## config.mk

```make
export PLATFORM = sky130hd
export DESIGN_NAME = eth_cfg_parser_flat
export DESIGN_NICKNAME = d
export VERILOG_FILES = /design/src/rtl/eth_cfg_ll_if.sv /design/src/rtl/eth_cfg_parser.sv /design/src/flat_wrapper.sv
export SDC_FILE = /design/constraint.sdc
export NUM_CORES = 1
export LEC_CHECK = 0
export CAP_MARGIN = 20
export CORE_UTILIZATION = 60
export DETAILED_ROUTE_END_ITERATION = 8
export GPL_ROUTABILITY_DRIVEN = 0
export PLACE_DENSITY = 0.91
export SLEW_MARGIN = 30
export SYNTH_ARGS = -nofsm -noshare
export SYNTH_HDL_FRONTEND = slang
export SYNTH_SLANG_ARGS = --single-unit
```

## constraint.sdc

```tcl
create_clock -name clk -period 8.66 [get_ports clk]
set_input_delay 2.165 -clock clk [delete_from_list [all_inputs] [get_ports clk]]
set_output_delay 2.165 -clock clk [all_outputs]
set_load 0.1 [all_outputs]
```

## src/rtl/eth_cfg_ll_if.sv

```systemverilog
// LocalLink 8-bit receive channel (active-low framing) between a source and a sink.
interface eth_cfg_ll_if;
  logic [7:0] data_in;
  logic       sof_n;
  logic       eof_n;
  logic       src_rdy_n;
  logic       dst_rdy_n;

  modport master (output data_in, sof_n, eof_n, src_rdy_n, input dst_rdy_n);
  modport slave  (input data_in, sof_n, eof_n, src_rdy_n, output dst_rdy_n);
endinterface

```

## src/rtl/eth_cfg_parser.sv

```systemverilog
// Config-packet parser on the LocalLink RX path: shadow capture, atomic commit on a valid frame.
// Define ETH_CFG_CSUM_EN to require an XOR checksum byte after the last channel record.
module eth_cfg_parser #(
  parameter int          NUM_CH      = 4,
  parameter int          HDR_OFFSET  = 42,
  parameter logic [31:0] MAGIC       = 32'hDEADBEEF,
  parameter int          TIMEOUT_CYC = 16000
) (
  input  logic                 clk,
  input  logic                 rst_n,
  eth_cfg_ll_if.slave          ll,
  output logic [7:0]           gen_num_ch,
  output logic [23:0]          gen_spare,
  output logic [32*NUM_CH-1:0] ch_threshold,
  output logic [8*NUM_CH-1:0]  ch_fft_size,
  output logic [8*NUM_CH-1:0]  ch_mode,
  output logic [32*NUM_CH-1:0] ch_frequency,
  output logic [16*NUM_CH-1:0] ch_spare,
  output logic                 cfg_valid,
  output logic                 cfg_err,
  output logic [2:0]           err_code,
  output logic [15:0]          good_cnt,
  output logic [15:0]          bad_cnt
);
  localparam int          CW = $clog2(TIMEOUT_CYC + 1);
  localparam logic [31:0] HO = 32'(HDR_OFFSET);
`ifdef ETH_CFG_CSUM_EN
  localparam logic [31:0] CSUM_LEN = 32'd1;
`else
  localparam logic [31:0] CSUM_LEN = 32'd0;
`endif

  typedef enum logic [1:0] {S_IDLE, S_RECV, S_CHECK} state_t;

  state_t               state_q, state_d;
  logic                 dst_rdy_n_q, dst_rdy_n_d;
  logic [15:0]          byte_idx_q, byte_idx_d, last_idx_q, last_idx_d;
  logic [CW-1:0]        idle_q, idle_d;
  logic [31:0]          sh_magic_q, sh_magic_d;
  logic [7:0]           sh_num_ch_q, sh_num_ch_d;
  logic [23:0]          sh_spare_q, sh_spare_d;
  logic [32*NUM_CH-1:0] sh_thr_q, sh_thr_d, sh_freq_q, sh_freq_d;
  logic [8*NUM_CH-1:0]  sh_fft_q, sh_fft_d, sh_mode_q, sh_mode_d;
  logic [16*NUM_CH-1:0] sh_csp_q, sh_csp_d;
  logic [7:0]           gen_num_ch_q, gen_num_ch_d;
  logic [23:0]          gen_spare_q, gen_spare_d;
  logic [32*NUM_CH-1:0] ch_thr_q, ch_thr_d, ch_freq_q, ch_freq_d;
  logic [8*NUM_CH-1:0]  ch_fft_q, ch_fft_d, ch_mode_q, ch_mode_d;
  logic [16*NUM_CH-1:0] ch_csp_q, ch_csp_d;
  logic                 cfg_valid_q, cfg_valid_d, cfg_err_q, cfg_err_d;
  logic [2:0]           err_code_q, err_code_d;
  logic [15:0]          good_cnt_q, good_cnt_d, bad_cnt_q, bad_cnt_d;
`ifdef ETH_CFG_CSUM_EN
  logic [7:0]           csum_acc_q, csum_acc_d, csum_byte_q, csum_byte_d;
`endif

  logic        beat, cap, rej, commit;
  logic [2:0]  rej_code;
  logic [15:0] cur_idx;
  logic [31:0] idx32, rec_end;

  always_comb begin
    beat    = !ll.src_rdy_n && !dst_rdy_n_q;
    cap     = beat && ((state_q == S_IDLE && !ll.sof_n) || state_q == S_RECV);
    cur_idx = !ll.sof_n ? 16'd0 : byte_idx_q;
    idx32   = {16'd0, cur_idx};
    // Index of the last byte of record num_ch-1 (end of general header when num_ch is 0).
    rec_end = HO + 32'd7 + 32'd12 * {24'd0, sh_num_ch_q};

    state_d      = state_q;
    byte_idx_d   = byte_idx_q;
    last_idx_d   = last_idx_q;
    idle_d       = (state_q == S_RECV && !beat) ? idle_q + CW'(1) : '0;
    sh_magic_d   = sh_magic_q;
    sh_num_ch_d  = sh_num_ch_q;
    sh_spare_d   = sh_spare_q;
    sh_thr_d     = sh_thr_q;
    sh_fft_d     = sh_fft_q;
    sh_mode_d    = sh_mode_q;
    sh_freq_d    = sh_freq_q;
    sh_csp_d     = sh_csp_q;
    gen_num_ch_d = gen_num_ch_q;
    gen_spare_d  = gen_spare_q;
    ch_thr_d     = ch_thr_q;
    ch_fft_d     = ch_fft_q;
    ch_mode_d    = ch_mode_q;
    ch_freq_d    = ch_freq_q;
    ch_csp_d     = ch_csp_q;
    rej          = 1'b0;
    rej_code     = 3'd0;
    commit       = 1'b0;
`ifdef ETH_CFG_CSUM_EN
    csum_acc_d   = csum_acc_q;
    csum_byte_d  = csum_byte_q;
`endif

    // A fresh frame must not inherit a matching magic word or checksum from the previous one.
    if (cap && !ll.sof_n) begin
      sh_magic_d = '0;
`ifdef ETH_CFG_CSUM_EN
      csum_acc_d  = '0;
      csum_byte_d = '0;
`endif
    end

    if (cap) begin
      byte_idx_d = (cur_idx == 16'hFFFF) ? cur_idx : cur_idx + 16'd1;
      if (!ll.eof_n) last_idx_d = cur_idx;
      for (int j = 0; j < 4; j++)
        if (idx32 == HO + 32'(j)) sh_magic_d[8*(3-j) +: 8] = ll.data_in;
      if (idx32 == HO + 32'd4) sh_num_ch_d = ll.data_in;
      for (int j = 0; j < 3; j++)
        if (idx32 == HO + 32'(5 + j)) sh_spare_d[8*(2-j) +: 8] = ll.data_in;
      for (int k = 0; k < NUM_CH; k++) begin
        for (int j = 0; j < 4; j++) begin
          if (idx32 == HO + 32'(8 + 12*k + j)) sh_thr_d[32*k + 8*(3-j) +: 8] = ll.data_in;
          if (idx32 == HO + 32'(14 + 12*k + j)) sh_freq_d[32*k + 8*(3-j) +: 8] = ll.data_in;
        end
        if (idx32 == HO + 32'(12 + 12*k)) sh_fft_d[8*k +: 8] = ll.data_in;
        if (idx32 == HO + 32'(13 + 12*k)) sh_mode_d[8*k +: 8] = ll.data_in;
        for (int j = 0; j < 2; j++)
          if (idx32 == HO + 32'(18 + 12*k + j)) sh_csp_d[16*k + 8*(1-j) +: 8] = ll.data_in;
      end
`ifdef ETH_CFG_CSUM_EN
      // Bytes up to num_ch use the header-only bound; later ones use the captured num_ch.
      if (idx32 >= HO) begin
        if (idx32 <= HO + 32'd4 || idx32 <= rec_end) csum_acc_d = csum_acc_d ^ ll.data_in;
        else if (idx32 == rec_end + 32'd1) csum_byte_d = ll.data_in;
      end
`endif
    end

    case (state_q)
      S_IDLE: if (cap) state_d = ll.eof_n ? S_RECV : S_CHECK;
      S_RECV: begin
        if (beat) begin
          if (!ll.sof_n) begin
            rej      = 1'b1;
            rej_code = 3'd4;
          end
          if (!ll.eof_n) state_d = S_CHECK;
        end else if (idle_q == CW'(TIMEOUT_CYC - 1)) begin
          state_d  = S_IDLE;
          rej      = 1'b1;
          rej_code = 3'd5;
        end
      end
      S_CHECK: begin
        state_d = S_IDLE;
        rej     = 1'b1;
        if (sh_magic_q != MAGIC) rej_code = 3'd1;
        else if (sh_num_ch_q == 8'd0 || 32'(sh_num_ch_q) > 32'(NUM_CH)) rej_code = 3'd2;
        else if ({16'd0, last_idx_q} < rec_end + CSUM_LEN) rej_code = 3'd3;
`ifdef ETH_CFG_CSUM_EN
        else if (csum_acc_q != csum_byte_q) rej_code = 3'd6;
`endif
        else begin
          rej    = 1'b0;
          commit = 1'b1;
        end
      end
      default: state_d = S_IDLE;
    endcase

    if (commit) begin
      gen_num_ch_d = sh_num_ch_q;
      gen_spare_d  = sh_spare_q;
      for (int k = 0; k < NUM_CH; k++)
        if (32'(k) < 32'(sh_num_ch_q)) begin
          ch_thr_d[32*k +: 32]  = sh_thr_q[32*k +: 32];
          ch_fft_d[8*k +: 8]    = sh_fft_q[8*k +: 8];
          ch_mode_d[8*k +: 8]   = sh_mode_q[8*k +: 8];
          ch_freq_d[32*k +: 32] = sh_freq_q[32*k +: 32];
          ch_csp_d[16*k +: 16]  = sh_csp_q[16*k +: 16];
        end
    end

    cfg_valid_d = commit;
    cfg_err_d   = rej;
    err_code_d  = rej ? rej_code : err_code_q;
    good_cnt_d  = good_cnt_q + {15'd0, commit};
    bad_cnt_d   = bad_cnt_q + {15'd0, rej};
    dst_rdy_n_d = (state_d == S_CHECK);
  end

  always_ff @(posedge clk or negedge rst_n) begin
    if (!rst_n) begin
      state_q      <= S_IDLE;
      dst_rdy_n_q  <= 1'b1;
      byte_idx_q   <= '0;
      last_idx_q   <= '0;
      idle_q       <= '0;
      sh_magic_q   <= '0;
      sh_num_ch_q  <= '0;
      sh_spare_q   <= '0;
      sh_thr_q     <= '0;
      sh_fft_q     <= '0;
      sh_mode_q    <= '0;
      sh_freq_q    <= '0;
      sh_csp_q     <= '0;
      gen_num_ch_q <= '0;
      gen_spare_q  <= '0;
      ch_thr_q     <= '0;
      ch_fft_q     <= '0;
      ch_mode_q    <= '0;
      ch_freq_q    <= '0;
      ch_csp_q     <= '0;
      cfg_valid_q  <= 1'b0;
      cfg_err_q    <= 1'b0;
      err_code_q   <= '0;
      good_cnt_q   <= '0;
      bad_cnt_q    <= '0;
`ifdef ETH_CFG_CSUM_EN
      csum_acc_q   <= '0;
      csum_byte_q  <= '0;
`endif
    end else begin
      state_q      <= state_d;
      dst_rdy_n_q  <= dst_rdy_n_d;
      byte_idx_q   <= byte_idx_d;
      last_idx_q   <= last_idx_d;
      idle_q       <= idle_d;
      sh_magic_q   <= sh_magic_d;
      sh_num_ch_q  <= sh_num_ch_d;
      sh_spare_q   <= sh_spare_d;
      sh_thr_q     <= sh_thr_d;
      sh_fft_q     <= sh_fft_d;
      sh_mode_q    <= sh_mode_d;
      sh_freq_q    <= sh_freq_d;
      sh_csp_q     <= sh_csp_d;
      gen_num_ch_q <= gen_num_ch_d;
      gen_spare_q  <= gen_spare_d;
      ch_thr_q     <= ch_thr_d;
      ch_fft_q     <= ch_fft_d;
      ch_mode_q    <= ch_mode_d;
      ch_freq_q    <= ch_freq_d;
      ch_csp_q     <= ch_csp_d;
      cfg_valid_q  <= cfg_valid_d;
      cfg_err_q    <= cfg_err_d;
      err_code_q   <= err_code_d;
      good_cnt_q   <= good_cnt_d;
      bad_cnt_q    <= bad_cnt_d;
`ifdef ETH_CFG_CSUM_EN
      csum_acc_q   <= csum_acc_d;
      csum_byte_q  <= csum_byte_d;
`endif
    end
  end

  assign ll.dst_rdy_n   = dst_rdy_n_q;
  assign gen_num_ch     = gen_num_ch_q;
  assign gen_spare      = gen_spare_q;
  assign ch_threshold   = ch_thr_q;
  assign ch_fft_size    = ch_fft_q;
  assign ch_mode        = ch_mode_q;
  assign ch_frequency   = ch_freq_q;
  assign ch_spare       = ch_csp_q;
  assign cfg_valid      = cfg_valid_q;
  assign cfg_err        = cfg_err_q;
  assign err_code       = err_code_q;
  assign good_cnt       = good_cnt_q;
  assign bad_cnt        = bad_cnt_q;
endmodule

```

## src/flat_wrapper.sv

```systemverilog
// flat-port wrapper written by rule: the top's interface ports become plain ports
module eth_cfg_parser_flat 
#(
  parameter int          NUM_CH      = 4,
  parameter int          HDR_OFFSET  = 42,
  parameter logic [31:0] MAGIC       = 32'hDEADBEEF,
  parameter int          TIMEOUT_CYC = 16000
)
  (clk, rst_n, gen_num_ch, gen_spare, ch_threshold, ch_fft_size, ch_mode, ch_frequency, ch_spare, cfg_valid, cfg_err, err_code, good_cnt, bad_cnt, ll_data_in, ll_sof_n, ll_eof_n, ll_src_rdy_n, ll_dst_rdy_n);
  eth_cfg_ll_if ll_i ();
  input  logic clk;
  input  logic rst_n;
  output logic [7:0] gen_num_ch;
  output logic [23:0] gen_spare;
  output logic [32*NUM_CH-1:0] ch_threshold;
  output logic [8*NUM_CH-1:0] ch_fft_size;
  output logic [8*NUM_CH-1:0] ch_mode;
  output logic [32*NUM_CH-1:0] ch_frequency;
  output logic [16*NUM_CH-1:0] ch_spare;
  output logic cfg_valid;
  output logic cfg_err;
  output logic [2:0] err_code;
  output logic [15:0] good_cnt;
  output logic [15:0] bad_cnt;
  input wire logic [$bits(ll_i.data_in)-1:0] ll_data_in;
  input wire logic [$bits(ll_i.sof_n)-1:0] ll_sof_n;
  input wire logic [$bits(ll_i.eof_n)-1:0] ll_eof_n;
  input wire logic [$bits(ll_i.src_rdy_n)-1:0] ll_src_rdy_n;
  output wire logic [$bits(ll_i.dst_rdy_n)-1:0] ll_dst_rdy_n;
  assign ll_i.data_in = ll_data_in;
  assign ll_i.sof_n = ll_sof_n;
  assign ll_i.eof_n = ll_eof_n;
  assign ll_i.src_rdy_n = ll_src_rdy_n;
  assign ll_dst_rdy_n = ll_i.dst_rdy_n;
  eth_cfg_parser #(.NUM_CH(NUM_CH), .HDR_OFFSET(HDR_OFFSET), .MAGIC(MAGIC), .TIMEOUT_CYC(TIMEOUT_CYC)) u_core (.clk(clk), .rst_n(rst_n), .ll(ll_i), .gen_num_ch(gen_num_ch), .gen_spare(gen_spare), .ch_threshold(ch_threshold), .ch_fft_size(ch_fft_size), .ch_mode(ch_mode), .ch_frequency(ch_frequency), .ch_spare(ch_spare), .cfg_valid(cfg_valid), .cfg_err(cfg_err), .err_code(err_code), .good_cnt(good_cnt), .bad_cnt(bad_cnt));
endmodule
```

# ---- Yosys cells after proc, flatten, opt, wreduce, memory -nomap -nowiden
# Cells that the tools add are included.
dict set report op_classes {
  add_sub_neg 5
  n_mul 1
  order_cmp 6
  eq_ne 62
  mux 33
  bitwise 1
  reduce_logical 70
}
# cell n
set ops {}
lappend ops {{equality test 16 x 7 -> 1 bit (second input constant)} 34}
lappend ops {{equality test 16 x 6 -> 1 bit (second input constant)} 22}
lappend ops {{AND reduction 2 bit} 57}
lappend ops {{two-way mux 32 bit} 2}
lappend ops {{adder 16 x 1 -> 16 bit} 2}
lappend ops {{< comparator 16 x 32 -> 1 bit} 1}
lappend ops {{two-way mux 16 bit} 2}
lappend ops {{two-way mux 8 bit} 4}
lappend ops {{!= test 32 bit (second input constant)} 1}
lappend ops {{adder 16 x 1 -> 16 bit (second input constant)} 1}
lappend ops {{equality test 16 bit (second input constant)} 1}
lappend ops {{< comparator 1 x 8 -> 1 bit (first input constant)} 2}
lappend ops {{< comparator 2 x 8 -> 1 bit (first input constant)} 2}
lappend ops {{two-way mux 3 bit} 5}
lappend ops {{adder 14 x 1 -> 14 bit (second input constant)} 1}
lappend ops {{equality test 14 bit (second input constant)} 1}
lappend ops {{two-way mux 14 bit} 1}
lappend ops {{adder 6 x 12 -> 13 bit (first input constant)} 1}
lappend ops {{two-way mux 2 bit} 6}
lappend ops {{multiplier 2 x 8 -> 10 bit (first input constant)} 1}
lappend ops {{two-way mux 1 bit} 10}
lappend ops {{greater-than comparator 8 x 3 -> 1 bit (second input constant)} 1}
lappend ops {{zero test 8 bit} 1}
lappend ops {{one-hot mux 3 bit (2 select lines)} 1}
lappend ops {{other kinds (9)} 18}
dict set report totals {
  reg_bits 950
  input_bits 13
  out_inout_bits 454
  wordCells 263
}

# ---- Longest topological paths before layout
dict set report logic_depth {
  ltp_word 8
  depth_mapped 21
  depth_no_buf 20
}

# ---- Worst setup path before layout
# Ideal clock, no wire load.
dict set report synth_path {
  path_type {register -> register}
  from {register u_core.sh_num_ch_q[2]}
  to {register u_core.good_cnt_q[14] (netlist: u_core.good_cnt[14])}
  setup_ps 162
  t_arrival_ps 5078
  t_required_ps 8498
  slack_ps 3420
  stages_incl_launch_ff 19
  n_path_buf 2
  period_less_slack_ps 5240
  cell_sequence {dfrtp_1 -> inv_1 -> ha_1 -> o21ai_0 -> or4b_2 -> o2111a_1 -> nor4b_1 -> or3b_2 -> ha_1 -> o2111ai_1 -> a2111oi_4 -> buf_2 -> buf_2 -> ha_1 -> ha_1 -> nand3_1 -> or2_2 -> nor2_1 -> xor2_1}
}
dict set report synth_via {
  elab_chain_len 8
  word_cells_on_any_way 11
  classes_between {add/sub (2); mul (1); order compare (2); mux (4); reduce/logical (2)}
}
# item line_no
set synth_rtl {}
lappend synth_rtl {{from (decl)} eth_cfg_parser.sv:40} ;# logic [7:0] sh_num_ch_q, sh_num_ch_d;
lappend synth_rtl {{from (signal assigned)} eth_cfg_parser.sv:224} ;# sh_num_ch_q <= sh_num_ch_d;
lappend synth_rtl {{multiplier 2 x 8 -> 10 bit} eth_cfg_parser.sv:68} ;# rec_end = HO + 32'd7 + 32'd12 * {24'd0, sh_num_ch_q};
lappend synth_rtl {{adder 6 x 12 -> 13 bit} eth_cfg_parser.sv:68}
lappend synth_rtl {{< comparator 16 x 32 -> 1 bit} eth_cfg_parser.sv:153} ;# else if ({16'd0, last_idx_q} < rec_end + CSUM_LEN) rej_code = 3'd3;
lappend synth_rtl {{two-way mux 1 bit} eth_cfg_parser.sv:153}
lappend synth_rtl {{two-way mux 1 bit (*)} eth_cfg_parser.sv:152} ;# else if (sh_num_ch_q == 8'd0 || 32'(sh_num_ch_q) > 32'(NUM_CH)) rej_code = 3'd2;
lappend synth_rtl {{two-way mux 1 bit (*)} eth_cfg_parser.sv:151} ;# if (sh_magic_q != MAGIC) rej_code = 3'd1;
lappend synth_rtl {{two-way mux 1 bit (*)} eth_cfg_parser.sv:133} ;# case (state_q)
lappend synth_rtl {{named net u_core.cfg_valid_d} eth_cfg_parser.sv:50} ;# logic cfg_valid_q, cfg_valid_d, cfg_err_q, cfg_err_d;
lappend synth_rtl {{adder 16 x 1 -> 16 bit (*)} eth_cfg_parser.sv:181} ;# good_cnt_d = good_cnt_q + {15'd0, commit};
lappend synth_rtl {{named net u_core.good_cnt_d[14]} eth_cfg_parser.sv:52} ;# logic [15:0] good_cnt_q, good_cnt_d, bad_cnt_q, bad_cnt_d;
lappend synth_rtl {{to (signal assigned)} eth_cfg_parser.sv:241} ;# good_cnt_q <= good_cnt_d;
lappend synth_rtl {{to (decl)} eth_cfg_parser.sv:52}
# Mark *: on every way through the listed nets, which the timed path passes. The rest lies on a longest branch.
# A chain may end at the register's enable or synchronous reset.

# ---- Worst setup path after layout
dict set report layout_path {
  from {register u_core.sh_num_ch_q[1]}
  to {register u_core.ch_freq_q[62] (netlist: u_core.ch_frequency[62])}
}
dict set report layout_via {
  elab_chain_len 8
  word_cells_on_any_way 12
  classes_between {add/sub (1); mul (1); order compare (3); mux (4); reduce/logical (3)}
}
# item line_no
set layout_rtl {}
lappend layout_rtl {{multiplier 2 x 8 -> 10 bit} eth_cfg_parser.sv:68}
lappend layout_rtl {{adder 6 x 12 -> 13 bit} eth_cfg_parser.sv:68}
lappend layout_rtl {{< comparator 16 x 32 -> 1 bit} eth_cfg_parser.sv:153}
lappend layout_rtl {{two-way mux 1 bit} eth_cfg_parser.sv:153}
lappend layout_rtl {{two-way mux 1 bit} eth_cfg_parser.sv:152}
lappend layout_rtl {{two-way mux 1 bit} eth_cfg_parser.sv:151}
lappend layout_rtl {{two-way mux 1 bit} eth_cfg_parser.sv:133}
lappend layout_rtl {{AND reduction 2 bit (no line) (*)} -}
lappend layout_rtl {{to (signal assigned)} eth_cfg_parser.sv:236} ;# ch_freq_q <= ch_freq_d;
lappend layout_rtl {{to (decl)} eth_cfg_parser.sv:47} ;# logic [32*NUM_CH-1:0] ch_thr_q, ch_thr_d, ch_freq_q, ch_freq_d;
# Every way passes the cells marked *; elsewhere a longest branch is shown, timed or not.

==> impl_metrics.toml <==
[floorplan]
rows = 91
core-area_um2 = 61600
die-area_um2 = 63200
die_w_um = 251
ios = 467
start_util_pct = 60.6
die_y_um = 251

[pwr]
combPwrFrac_pct = 5.8
clkPwrFrac_pct = 45.7
p_switching_mw = 2.20
p_sw_share_pct = 23.7
leakagePower_nw = 22.8
pwr-share-seq_pct = 48.6
ir_drop_mv = 0.187
internal_power_mw = 7.07
powerDensity_nw_per_um2 = 203

[route]
vias = 22600
drc = 0
wire_per_inst_um = 24.8
drtIter0Drc = 1302
wl_um = 96200
firstDrtPassIters = 5
ant_nets = 0
via_per_inst = 5.82

[clocking]
clkSinkCount = 950
cts_resized = 0
clk_latency_ns = 0.64
cts_setup_buffers = 0
cts_max_level = 3
cts_buffers = 96
cts_root_buffer = "clkbuf_16"
tritoncts = "done"
ctsHoldBuffers = 0
clk_pin_slew_ns = 0.06
clock_path_buffers = 3

[synthesis]
async_flop_share_pct = 100
synth.area.top_cells = "dfrtp_1 (64%), mux2_2 (22%), mux2_1 (2.7%), nand2_1 (1.6%), ha_1 (1.4%)"
synth_compound_area_share_pct = 1.68
synth_cell_types = 59
yosys.area_share.simple_pct = 4.77
ys_seq_area_share_pct = 63.7
synth_area_per_cell_um2 = 14.9
synth_top_family_by_area = "multiplexers"
netlist_instances = 2503
synth_edf_count = 0
ys.flop_type = "dfrtp_1"
ys_seq_elements = 950
synth-xor-area-share_pct = 1.50
synth_most_common_cell = "dfrtp_1"
synth_top_area_cell = "dfrtp_1"
synth_mux_area_share_pct = 25.1
synth-adder-area-share_pct = 1.43
syn_area_um2 = 37300
yosysTopAreaCellShare_pct = 63.6
synthTopCellsByCount = "dfrtp_1 (949), mux2_2 (742), nand2_1 (155), mux2_1 (90), clkbuf_1 (77)"
synth_fp_nets = 2558
ys_warn_count = 0

[sta]
rsz0062_at_grt = "false"
hold_viol_final = 0
fin_setup_tns_ns = 0
fin_crit_ns = 6.24
max_freq_mhz = 160
max-slew-margin-rel_pct = 29.5
tightest_slew_ns = 1.05
fin_skew_ns = 0.0293
fin_crit_sh_pct = 72.1
maxSlewViolCount = 0
holdWs_ns = 0.479
setup_viol = 0

[hold_path]
min_from = "u_core.sh_freq_q[52]"
hold_path_end = "u_core.ch_frequency[52]"
hold_path.class = "reg2reg"
hold_depth = 1

[critical_path]
cp_max_fo = 51
worstSetupPathType = "reg2reg"
end_kind = "flip-flop"
critPathLaunchType = "flip-flop"
reg2regPathDepth = 14
arrival_ns = 6.75
r2r-end = "u_core.ch_frequency[62]"
rr_startpoint = "u_core.sh_num_ch_q[1]"
cp.required_ns = 9.17
regToRegSetupSlack_ns = 2.42

[global_routing]
antenna_found_initial = 0
grt_pass1_vias = 24600
grt_max_degree = 191
grt_overflow = 0
top_usage_layer = "met2"
track_usage_pct = 30.8
gr-usage-met1_pct = 37.6
use_met3_pct = 7.47
grt_pass1_wl_um = 148000
use_met2_pct = 51.8

[status]
outcome = "finished clean"

[placement]
hpwl_um = 60300
portBuffers = 466

[job]
max_cap_violations = 0

[final_layout]
nets = 3018
syn2layout_area_growth_pct = 22.3
drive_gt1_share_pct = 34.7
fillCellCount = 3550
[registers in the layout (all words and copies together) (netlist names), 2 cells and up]
name / cells
u_core.sh_fft_q: 32
u_core.sh_thr_q: 128
u_core.sh_csp_q: 64
u_core.ch_threshold: 128
u_core.ch_spare: 64
u_core.sh_num_ch_q: 8
u_core.err_code: 3
u_core.sh_spare_q: 24
u_core.last_idx_q: 16
u_core.ch_frequency: 128
u_core.sh_magic_q: 32
u_core.idle_q: 14
u_core.state_q: 2
u_core.gen_num_ch: 8
u_core.gen_spare: 24
u_core.byte_idx_q: 16
u_core.sh_mode_q: 32
u_core.good_cnt: 16
u_core.ch_fft_size: 32
u_core.ch_mode: 32
u_core.sh_freq_q: 128
u_core.bad_cnt: 16
[worst max path at each step]
stage                          startpoint                      end  slack [ns]  depth (start not counted)
floorplan           u_core.sh_num_ch_q[2]      u_core.good_cnt[14]        3.42                         18
global placement                 ll_sof_n       u_core.sh_thr_q[1]        2.54                          7
detailed placement               ll_sof_n       u_core.sh_thr_q[5]        2.39                          7
CTS                 u_core.sh_num_ch_q[2]  u_core.ch_frequency[75]        2.50                         14
global route        u_core.sh_num_ch_q[1]  u_core.ch_frequency[62]        2.08                         16
finish              u_core.sh_num_ch_q[1]  u_core.ch_frequency[62]        2.42                         14
[placed cells by master (no fill, tap or decap), drive strengths merged, types with 5 or more instances in the layout]
cell and n:
clkbuf 135, clkinv 21, bufinv 10, nand3 57, o21ai 60, dfrtp 949
and3 21, nand4 15, a21oi 9, nor3 11, ha 41, nor4 9
nand2 155, or2 5, nor2 41, mux2 832, clkinvlp 6, o21a 6
buf 121, xor2 25, and2 7, clkdlybuf4s50 372, inv 30, nand4b 8
xnor2 39
[critical path, cell delays in order (launching register included)]
cell	delay, ns
dfrtp_1	0.49
ha_1	0.35
a211oi_1	0.42
nor2_1	0.13
xor2_1	0.36
nand3b_1	0.17
nor4b_1	0.46
or3b_2	0.49
ha_1	0.33
o2111ai_1	0.25
a2111oi_4	0.40
buf_4	0.38
o21a_4	0.74
buf_4	0.69
mux2_2	0.42
[area by class of cell]
class                   instances  area [um^2]  share of cell area [%]
flip-flops and latches        950        23800                    52.1
multi-input cells            1394        12900                    28.3
repair buffers                497         4590                    10.0
clock buffers                 131         2710                    5.93
well taps                     837         1050                    2.29
clock inverters                43          522                    1.14
inverters                      24         90.1                   0.197
diodes                          2         5.00                  0.0110
[power groups by stage]
stage,Clock [mW],Sequential (mW),Combinational [mW]
after floorplan,0,4.71,0.158
final,4.23,4.51,0.535
after global placement,0,4.58,0.510
after CTS,4.28,4.50,0.530
after global routing,4.46,4.51,0.573
after detailed placement,0,4.59,0.529
[routing by layer]
metal  vias to the layer above  part of all wire [%]
li1                       9696                     -
met1                     11900                    38
met2                       778                    51
met3                       223                   6.7
met4                         0                   4.4
met5                         -                     0
[stage by stage]
step	setup slack, ns	total power [mW]	cell area [um^2]	instances	utilization (%)
2_1_floorplan	3.42	4.87	37300	2503	-
4_1_cts	2.50	9.31	45600	3872	74.1
6_report	2.42	9.27	45700	3878	74.1
5_1_grt	2.08	9.54	45700	3876	74.1
3_5_place_dp	2.39	5.11	42400	3698	68.8
3_3_place_gp	2.54	5.09	42700	3695	69.3
[cell families after synthesis]
kind of cell / after synthesis
xor gates and xnor gates: 64
AOI/OAI and AO/OA: 102
buffers and inverters: 159
DFF: 950
muxes: 833
and+or+nand+nor: 353
adders and majority gates: 42
No activity file was read; power rests on OpenSTA's default activity.
